==> config.mk <==
export PLATFORM = sky130hd
export DESIGN_NAME = toggle_fsm_arbiter
export DESIGN_NICKNAME = d
export VERILOG_FILES = /design/src/rtl/toggle_fsm_arbiter.sv
export SDC_FILE = /design/constraint.sdc
export NUM_CORES = 1
export LEC_CHECK = 0
export BUFFER_PORTS_ARGS = -buffer_cell sky130_fd_sc_hd__buf_4
export CORE_MARGIN = 5
export CORE_UTILIZATION = 42
export CTS_BUF_LIST = sky130_fd_sc_hd__clkbuf_8
export CTS_CLUSTER_DIAMETER = 200
export DETAILED_ROUTE_END_ITERATION = 10
export HOLD_SLACK_MARGIN = 0.15
export PLACE_DENSITY = 0.72
export SLEW_MARGIN = 20
export SYNTH_ARGS = -nofsm -noshare
export SYNTH_HDL_FRONTEND = slang
export SYNTH_SLANG_ARGS = --single-unit
==> constraint.sdc <==
create_clock -name clk -period 1.4 [get_ports clk]
set_input_delay 0.28 -clock clk [delete_from_list [all_inputs] [get_ports clk]]
set_output_delay 0.28 -clock clk [all_outputs]
set_load 0.01 [all_outputs]
==> src/rtl/toggle_fsm_arbiter.sv <==
// rtl/toggle_fsm_arbiter.sv - round-robin arbiter sharing one toggle FSM din among requesters
module toggle_fsm_arbiter #(
    parameter int N_REQ     = 4,
    parameter int PULSE_GAP = 2
) (
    input  logic             clk,
    input  logic             rst,
    input  logic [N_REQ-1:0] req,
    output logic [N_REQ-1:0] ack,
    output logic [1:0]       grant_id,
    output logic             busy,
    output logic             din_out,
    input  logic             fsm_dout,
    input  logic [1:0]       fsm_state,
    output logic [7:0]       toggle_cnt,
    output logic             err
);

    localparam int GW = (PULSE_GAP > 1) ? $clog2(PULSE_GAP) : 1;

    typedef enum logic [1:0] {
        IDLE  = 2'd0,
        PULSE = 2'd1,
        GAP   = 2'd2
    } state_t;

    state_t          state;
    logic [1:0]      ptr;
    logic [GW-1:0]   gap_cnt;
    logic            prev;
    logic [1:0]      winner;
    logic            found;

    // Search starts just after the last winner so every active requester is reached within N_REQ grants.
    always_comb begin
        winner = ptr;
        found  = 1'b0;
        for (int i = 1; i <= N_REQ; i++) begin
            if (!found && req[(int'(ptr) + i) % N_REQ]) begin
                winner = 2'((int'(ptr) + i) % N_REQ);
                found  = 1'b1;
            end
        end
    end

    always_ff @(posedge clk) begin
        if (!rst) begin
            state      <= IDLE;
            din_out    <= 1'b0;
            ack        <= '0;
            busy       <= 1'b0;
            grant_id   <= 2'd0;
            ptr        <= 2'(N_REQ - 1);
            gap_cnt    <= '0;
            prev       <= 1'b0;
            toggle_cnt <= 8'd0;
            err        <= 1'b0;
        end else begin
            case (state)
                IDLE: begin
                    ack     <= '0;
                    din_out <= 1'b0;
                    busy    <= 1'b0;
                    if (found) begin
                        state    <= PULSE;
                        din_out  <= 1'b1;
                        ack      <= N_REQ'(1) << winner;
                        busy     <= 1'b1;
                        grant_id <= winner;
                        ptr      <= winner;
                    end
                end
                PULSE: begin
                    state   <= GAP;
                    din_out <= 1'b0;
                    ack     <= '0;
                    busy    <= 1'b1;
                    gap_cnt <= GW'(PULSE_GAP - 1);
                end
                GAP: begin
                    din_out <= 1'b0;
                    ack     <= '0;
                    if (gap_cnt == '0) begin
                        state <= IDLE;
                        busy  <= 1'b0;
                    end else begin
                        gap_cnt <= gap_cnt - GW'(1);
                        busy    <= 1'b1;
                    end
                end
                default: begin
                    state   <= IDLE;
                    din_out <= 1'b0;
                    ack     <= '0;
                    busy    <= 1'b0;
                end
            endcase

            prev <= fsm_dout;
            if (fsm_dout != prev && toggle_cnt != 8'hFF)
                toggle_cnt <= toggle_cnt + 8'd1;

            if (fsm_state == 2'b11)
                err <= 1'b1;
        end
    end

endmodule

==> results of run 1 <==
[cell families after synthesis]
group | count (synthesis) | share of synthesized area [%]
AO/OA/AOI/OAI | 29 | 18.6
XOR/XNOR | 3 | 2.62
adder cells (fa/ha/maj) | 6 | 7.49
buffers and inverters | 9 | 4.12
flip-flops | 23 | 45.9
multiplexers | 3 | 3.00
AND/OR/NAND/NOR | 34 | 18.2
[synthesized netlist by cell type]
library cell and instances:
buf_6 1, o31ai_1 3, nor2b_1 1, nor3b_1 2
o21bai_1 1, o41ai_1 1, a22oi_1 1, nand3_1 4
nand2b_1 5, nand4_1 1, a21o_1 1, dfxtp_1 23
or4_1 2, nand2_1 4, nor3_1 2, xor2_1 1
mux2i_1 3, inv_1 7, xnor2_1 2, a2111oi_0 1
or3_2 1, a211oi_1 2, buf_1 1, or2_2 1
and3_1 1, and2_2 1, a21oi_1 9, nor4_1 1
a221oi_1 1, ha_1 6, o211ai_1 4, nor2_1 8
o21ai_0 5
[per-layer routing]
layer | track usage, % | share of wire, % | up-vias
li1 | - | - | 487
met2 | 27.0 | 51 | 21
met3 | 2.63 | 4.4 | 8
met5 | 0 | 0 | -
met1 | 17.6 | 42 | 484
met4 | 5.50 | 2.4 | 0
[timing repair]
action,in CTS,in global routing
setup buffers,1,0
pin swaps,1,6
resized for setup,5,14
endpoints found under the setup margin,12,14
cloned,0,1
hold buffers,0,0
hold endpoints to repair,0,0
[cell type report]
cell class / count / area share (%)
Sequential cell: 23 / 30.5
Timing Repair Buffer: 48 / 23.5
Inverter: 7 / 1.71
Multi-Input combinational cell: 76 / 39.0
Clock inverter: 1 / 0.326
Clock buffer: 3 / 2.69
Tap cell: 28 / 2.28
[state kept, by name, indices dropped and copies added (netlist names)]
signal      count
toggle_cnt      8
gap_cnt         1
state           2
busy            1
err             1
prev            1
grant_id        2
ack             4
din_out         1
ptr             2
[worst reg2reg max path, cell delays in order (launching register included)]
cell and delay [ps]:
dfxtp_1 330, xnor2_1 170, o21bai_4 210, or4_4 490
a21oi_2 150
[how the worst min path moves through the flow]
| stage | from | to | depth (start not counted) | slack [ps] |
|---|---|---|---|---|
| floorplan | rst | ptr[1] | 1 | 370 |
| global placement | err | err | 2 | 450 |
| detailed placement | grant_id[1] | grant_id[1] | 2 | 450 |
| CTS | fsm_state[0] | err | 3 | 250 |
| global route | fsm_dout | prev | 2 | 280 |
| finish | fsm_state[0] | err | 3 | 250 |
[power by group]
part	switching, mW	internal [mW]
Combinational	0.201	0.224
Sequential	0.0418	0.724
Clock	0.211	0.198
==> metrics.txt, run 1 <==
dpl ws=-179 ps; synthesized area per cell=9.37 sq um; Synth Register Bits=23; global route overflow=0; Arr. time, crit path=~1600 ps; period utilization=102%; P&R area growth vs syn=53.3%; GRT Total Usage=approximately 15%; Inserted Clock Buffers=3; Post-Route WL=about 2600 microns; Avg Vias per Cell=5.38; final hold vios=0; RSZ-0062 raised after global routing=yes; CP max FO=5; Final Cell Area=0.00154 sq mm; Root Buffer=clkbuf_8; r2r endpoint=toggle_cnt[5]; number of global-route vias before repair=991; area leader, netlist=dfxtp_1; Yosys warnings=0; Max-cap violations=0; ANT nets after route=0; Max Root-Sink Buffers=2; Final TNS setup=-21.8 ps; slew at the pin closest to its max-slew limit=approximately 590 ps; number of distinct library cells after synthesis=33; Core ar.=0.00225 sq mm; HP Class=input port to flip-flop; largest net degree at the start of global routing=15; Crit. End Element=flip-flop; Die H=58.9 microns; share of cells above drive strength 1=46.2%; Vias=approximately 1k; Max Clock Freq=703 MHz; maximum vdd drop=0.678 mV; Final Max Tran Viols=0; CP max-delay cell=or4_4; Die X=a little under 60 microns; Reg clk slew, reported paths=80 ps; CP Cell Sequence=xnor2_1, o21bai_4, or4_4, a21oi_2; area of the multi-input gates=around 600 sq um; worst skew pair latency=260 ps; pwr/cell area=1040 mW/mm^2; initial core utilization=44.5%; Finished Layout Cells=186; register area=between 400 and 500 sq um; Worst setup endpoint=toggle_cnt[5]; Placement Rows=17; first-pass GRT wire length=4170 microns; register area share after synthesis=45.9%; failing checks=setup timing; buffers added on ports=25; most frequent cells in the layout=48 x buf_4, 18 x dfxtp_1, 8 x nor2_1, 8 x a21oi_1, 6 x inv_1; CP Buf/Inv Count=0; Final nets=174; Critical Path Stages=4; Slew HR=60.6%; Initial DRC Count=14; Setup CP Type=flip-flop to flip-flop; syn nets=122; Area after DPL=0.00140 sq mm; crit path launch=prev; worst reg2reg path depth=4; delay-heaviest family, CP=simple AND/OR/NAND/NOR gates; Final Util=approximately 68%; TritonCTS clock tree=done; fin crit period=around 1400 ps; hold slack=~250 ps; CTS sink count=23; drt first pass iters=4; Lkg Pwr=0.673 nW; critical path's largest stage delay=480 ps; reg2reg setup slack=-20 ps; Placer Congestion=a little under 0.8; main area contributors after synthesis=dfxtp_1 46%, ha_1 7.5%, a21oi_1 4.5%; final routed DRC violation total=0; worst flop-to-flop path startpoint=prev; Worst Skew=roughly 3.3 ps; I/O pin count=26; status=complete, but fails checks; placed cells=between 150 and 200; fill count=176; Inserted Diodes=0; htree depth=1; share of the synthesized area in the top cell type=45.9%; synthesized area=around 0.0010 sq mm; Final setup viols=1; placed wire-length estimate=1820 microns; routed len/inst=13.7 microns; die area=approximately 0.0035 sq mm; Power Total=between 1.5 and 2 mW; commonest non-fill, non-tap cell in the layout=buf_4; Startpoint Class=flip-flop; initial antenna violation count=0; Critical Path RT=1590 ps; synthesized instance count=107; worst setup margin=-21.8 ps
Power figures use the tool's default switching activity.
==> inputs of run 2 (changes only) <==
- CTS_BUF_LIST: sky130_fd_sc_hd__clkbuf_8 -> sky130_fd_sc_hd__clkbuf_2
- GPL_ROUTABILITY_DRIVEN: unset -> 0
==> metrics.txt, run 2 (synthesized netlist as in run 1, its figures left out) <==
Final TNS setup=-5.27 ps (+16.6 ps); Arr. time, crit path=1670 ps (+60 ps); Crit. End Element=flip-flop; P&R area growth vs syn=53.1%; fin crit period=1410 ps (-16.6 ps); Die H=58.9 microns (unchanged); maximum vdd drop=0.605 mV (-11%); Placement Rows=17 (unchanged); Core ar.=0.00225 sq mm (unchanged); Vias=1,009 (+0.90%); die area=0.00346 sq mm (unchanged); Internal=1.04 mW (-9.6%); NetSw=448 uW (-1.3%); final hold vios=0 (unchanged); Final nets=177 (+1.7%); share of cells above drive strength 1=49.7% (+3.5 points); Comb pwr share=30.4% (+3.9 points); worst skew pair latency=330 ps (+70 ps); status=complete, but fails checks; Reg clk slew, reported paths=210 ps (+130 ps); Die X=58.9 microns (unchanged); GRT Total Usage=15.4% (+0.36 points); Root Buffer=clkbuf_2; Worst Skew=15.5 ps (+12.2 ps); CTS sink count=23 (unchanged); dpl ws=-179 ps (unchanged); Critical Path RT=1670 ps (+80 ps); failing checks=setup timing; Avg Vias per Cell=5.34 (-0.70%); Lkg Pwr=0.689 nW (+2.4%); Post-Route WL=2530 microns (-0.74%); ANT nets after route=0 (unchanged); Final setup viols=1 (unchanged); fill count=175 (-0.57%); critical path's largest stage delay=490 ps (about the same); Most flops, register=toggle_cnt; htree depth=1 (unchanged); Switching Share=30.2% (+1.8 points); Inserted Clock Buffers=3 (unchanged); routed len/inst=13.4 microns (-2.3%); RSZ-0062 raised after global routing=yes; global route overflow=0 (unchanged); Slew HR=61.6% (+0.96 points); placed wire-length estimate=1820 microns (unchanged); hold slack=174 ps (-75.5 ps); CP max FO=8 (+3); initial core utilization=44.5% (unchanged); Power Total=1.48 mW (-7.2%); Final Util=68.0% (-0.11 points); drt first pass iters=4 (unchanged); Area after DPL=0.00140 sq mm (unchanged); slew at the pin closest to its max-slew limit=571 ps (-14.3 ps); worst setup margin=-5.27 ps (+16.6 ps); period utilization=100% (-1.2 points); buffers added on ports=25 (unchanged); commonest non-fill, non-tap cell in the layout=buf_4; Startpoint Class=flip-flop; Max Root-Sink Buffers=2 (unchanged); final routed DRC violation total=0 (unchanged); biggest regs=toggle_cnt x8, ack x4; most frequent cells in the layout=51 x buf_4, 14 x dfxtp_1, 8 x nor2_1, 7 x a21oi_1, 7 x dfxtp_2; Clk pwr share=17.9% (-7.7 points); Final Cell Area=0.00153 sq mm (-0.16%); Max-cap violations=0 (unchanged); first-pass GRT wire length=4200 microns (+0.84%); Setup CP Type=flip-flop to flip-flop; number of global-route vias before repair=982 (-0.91%); Initial DRC Count=20 (+6); placed cells=180 (unchanged); CP max-delay cell=or4_4; Max Clock Freq=712 MHz (+1.2%); I/O pin count=26 (unchanged); TritonCTS clock tree=done; max reg flops=8 (unchanged); Final Max Tran Viols=0 (unchanged); Finished Layout Cells=189 (+1.6%); Seq pwr share=51.7% (+3.8 points); pwr/cell area=967 mW/mm^2 (-7.1%); initial antenna violation count=0 (unchanged); CP Cell Sequence=nand4_1, buf_4, o21bai_4, or4_4, a21oi_2; HP Class=input port to flip-flop; Inserted Diodes=0 (unchanged); largest net degree at the start of global routing=15 (unchanged)
-- run 2: cell types whose count changed in the layout (fill, tap and decap cells not counted), sizes merged --
cell / previous run / this run
o21bai: 2 / 1
buf: 48 / 52
-- run 2: cell type report --
cell class,instances,area (sq um),area share (%)
Timing Repair Buffer,52,394,25.7
Multi-Input combinational cell,75,582,37.9
Inverter,7,26.3,1.71
Sequential cell,23,477,31.1
Clock buffer,3,15.0,0.979
Tap cell,28,35.0,2.28
Clock inverter,1,5.00,0.326
-- run 2: path summary, 6_finish.rpt --
check        cells past startpoint     startpoint  slack [ps]       endpoint
max                              5  toggle_cnt[4]          -5  toggle_cnt[5]
min                              3   fsm_state[0]         170            err
min reg2reg                      2    grant_id[1]         470    grant_id[1]
max reg2reg                      5  toggle_cnt[4]          -5  toggle_cnt[5]
-- run 2: critical path, delay by kind of cell, from the launching register on --
kind | cells | cell delay, ps
DFF | 1 | 370
and+or+nand+nor | 2 | 620
AOI/OAI and AO/OA | 2 | 220
buffers and inverters | 1 | 150
-- run 2: power groups by stage --
stage / sequential [mW] / clock, mW / combinational, mW
2_1_floorplan: 0.798 / 0 / 0.177
3_5_place_dp: 0.776 / 0 / 0.397
3_3_place_gp: 0.773 / 0 / 0.379
5_1_grt: 0.778 / 0.310 / 0.495
6_report: 0.767 / 0.266 / 0.451
4_1_cts: 0.764 / 0.279 / 0.416
-- run 2: metal layers --
layer | vias up | global-route usage, % | routed length (microns)
met2 | 22 | 27.6 | 1340
met4 | 0 | 5.83 | 25
met3 | 4 | 3.07 | 114
met1 | 490 | 17.7 | 1050
met5 | - | 0 | 0
li1 | 493 | - | -
-- run 2: what timing repair did --
item | 4_1_cts | 5_1_grt
resized for setup | 5 | 19
gates cloned | 0 | 0
hold buffers | 0 | 0
setup buffers | 3 | 2
pin swaps | 3 | 4
setup endpoints to repair | 13 | 14
endpoints found under the hold margin | 0 | 0
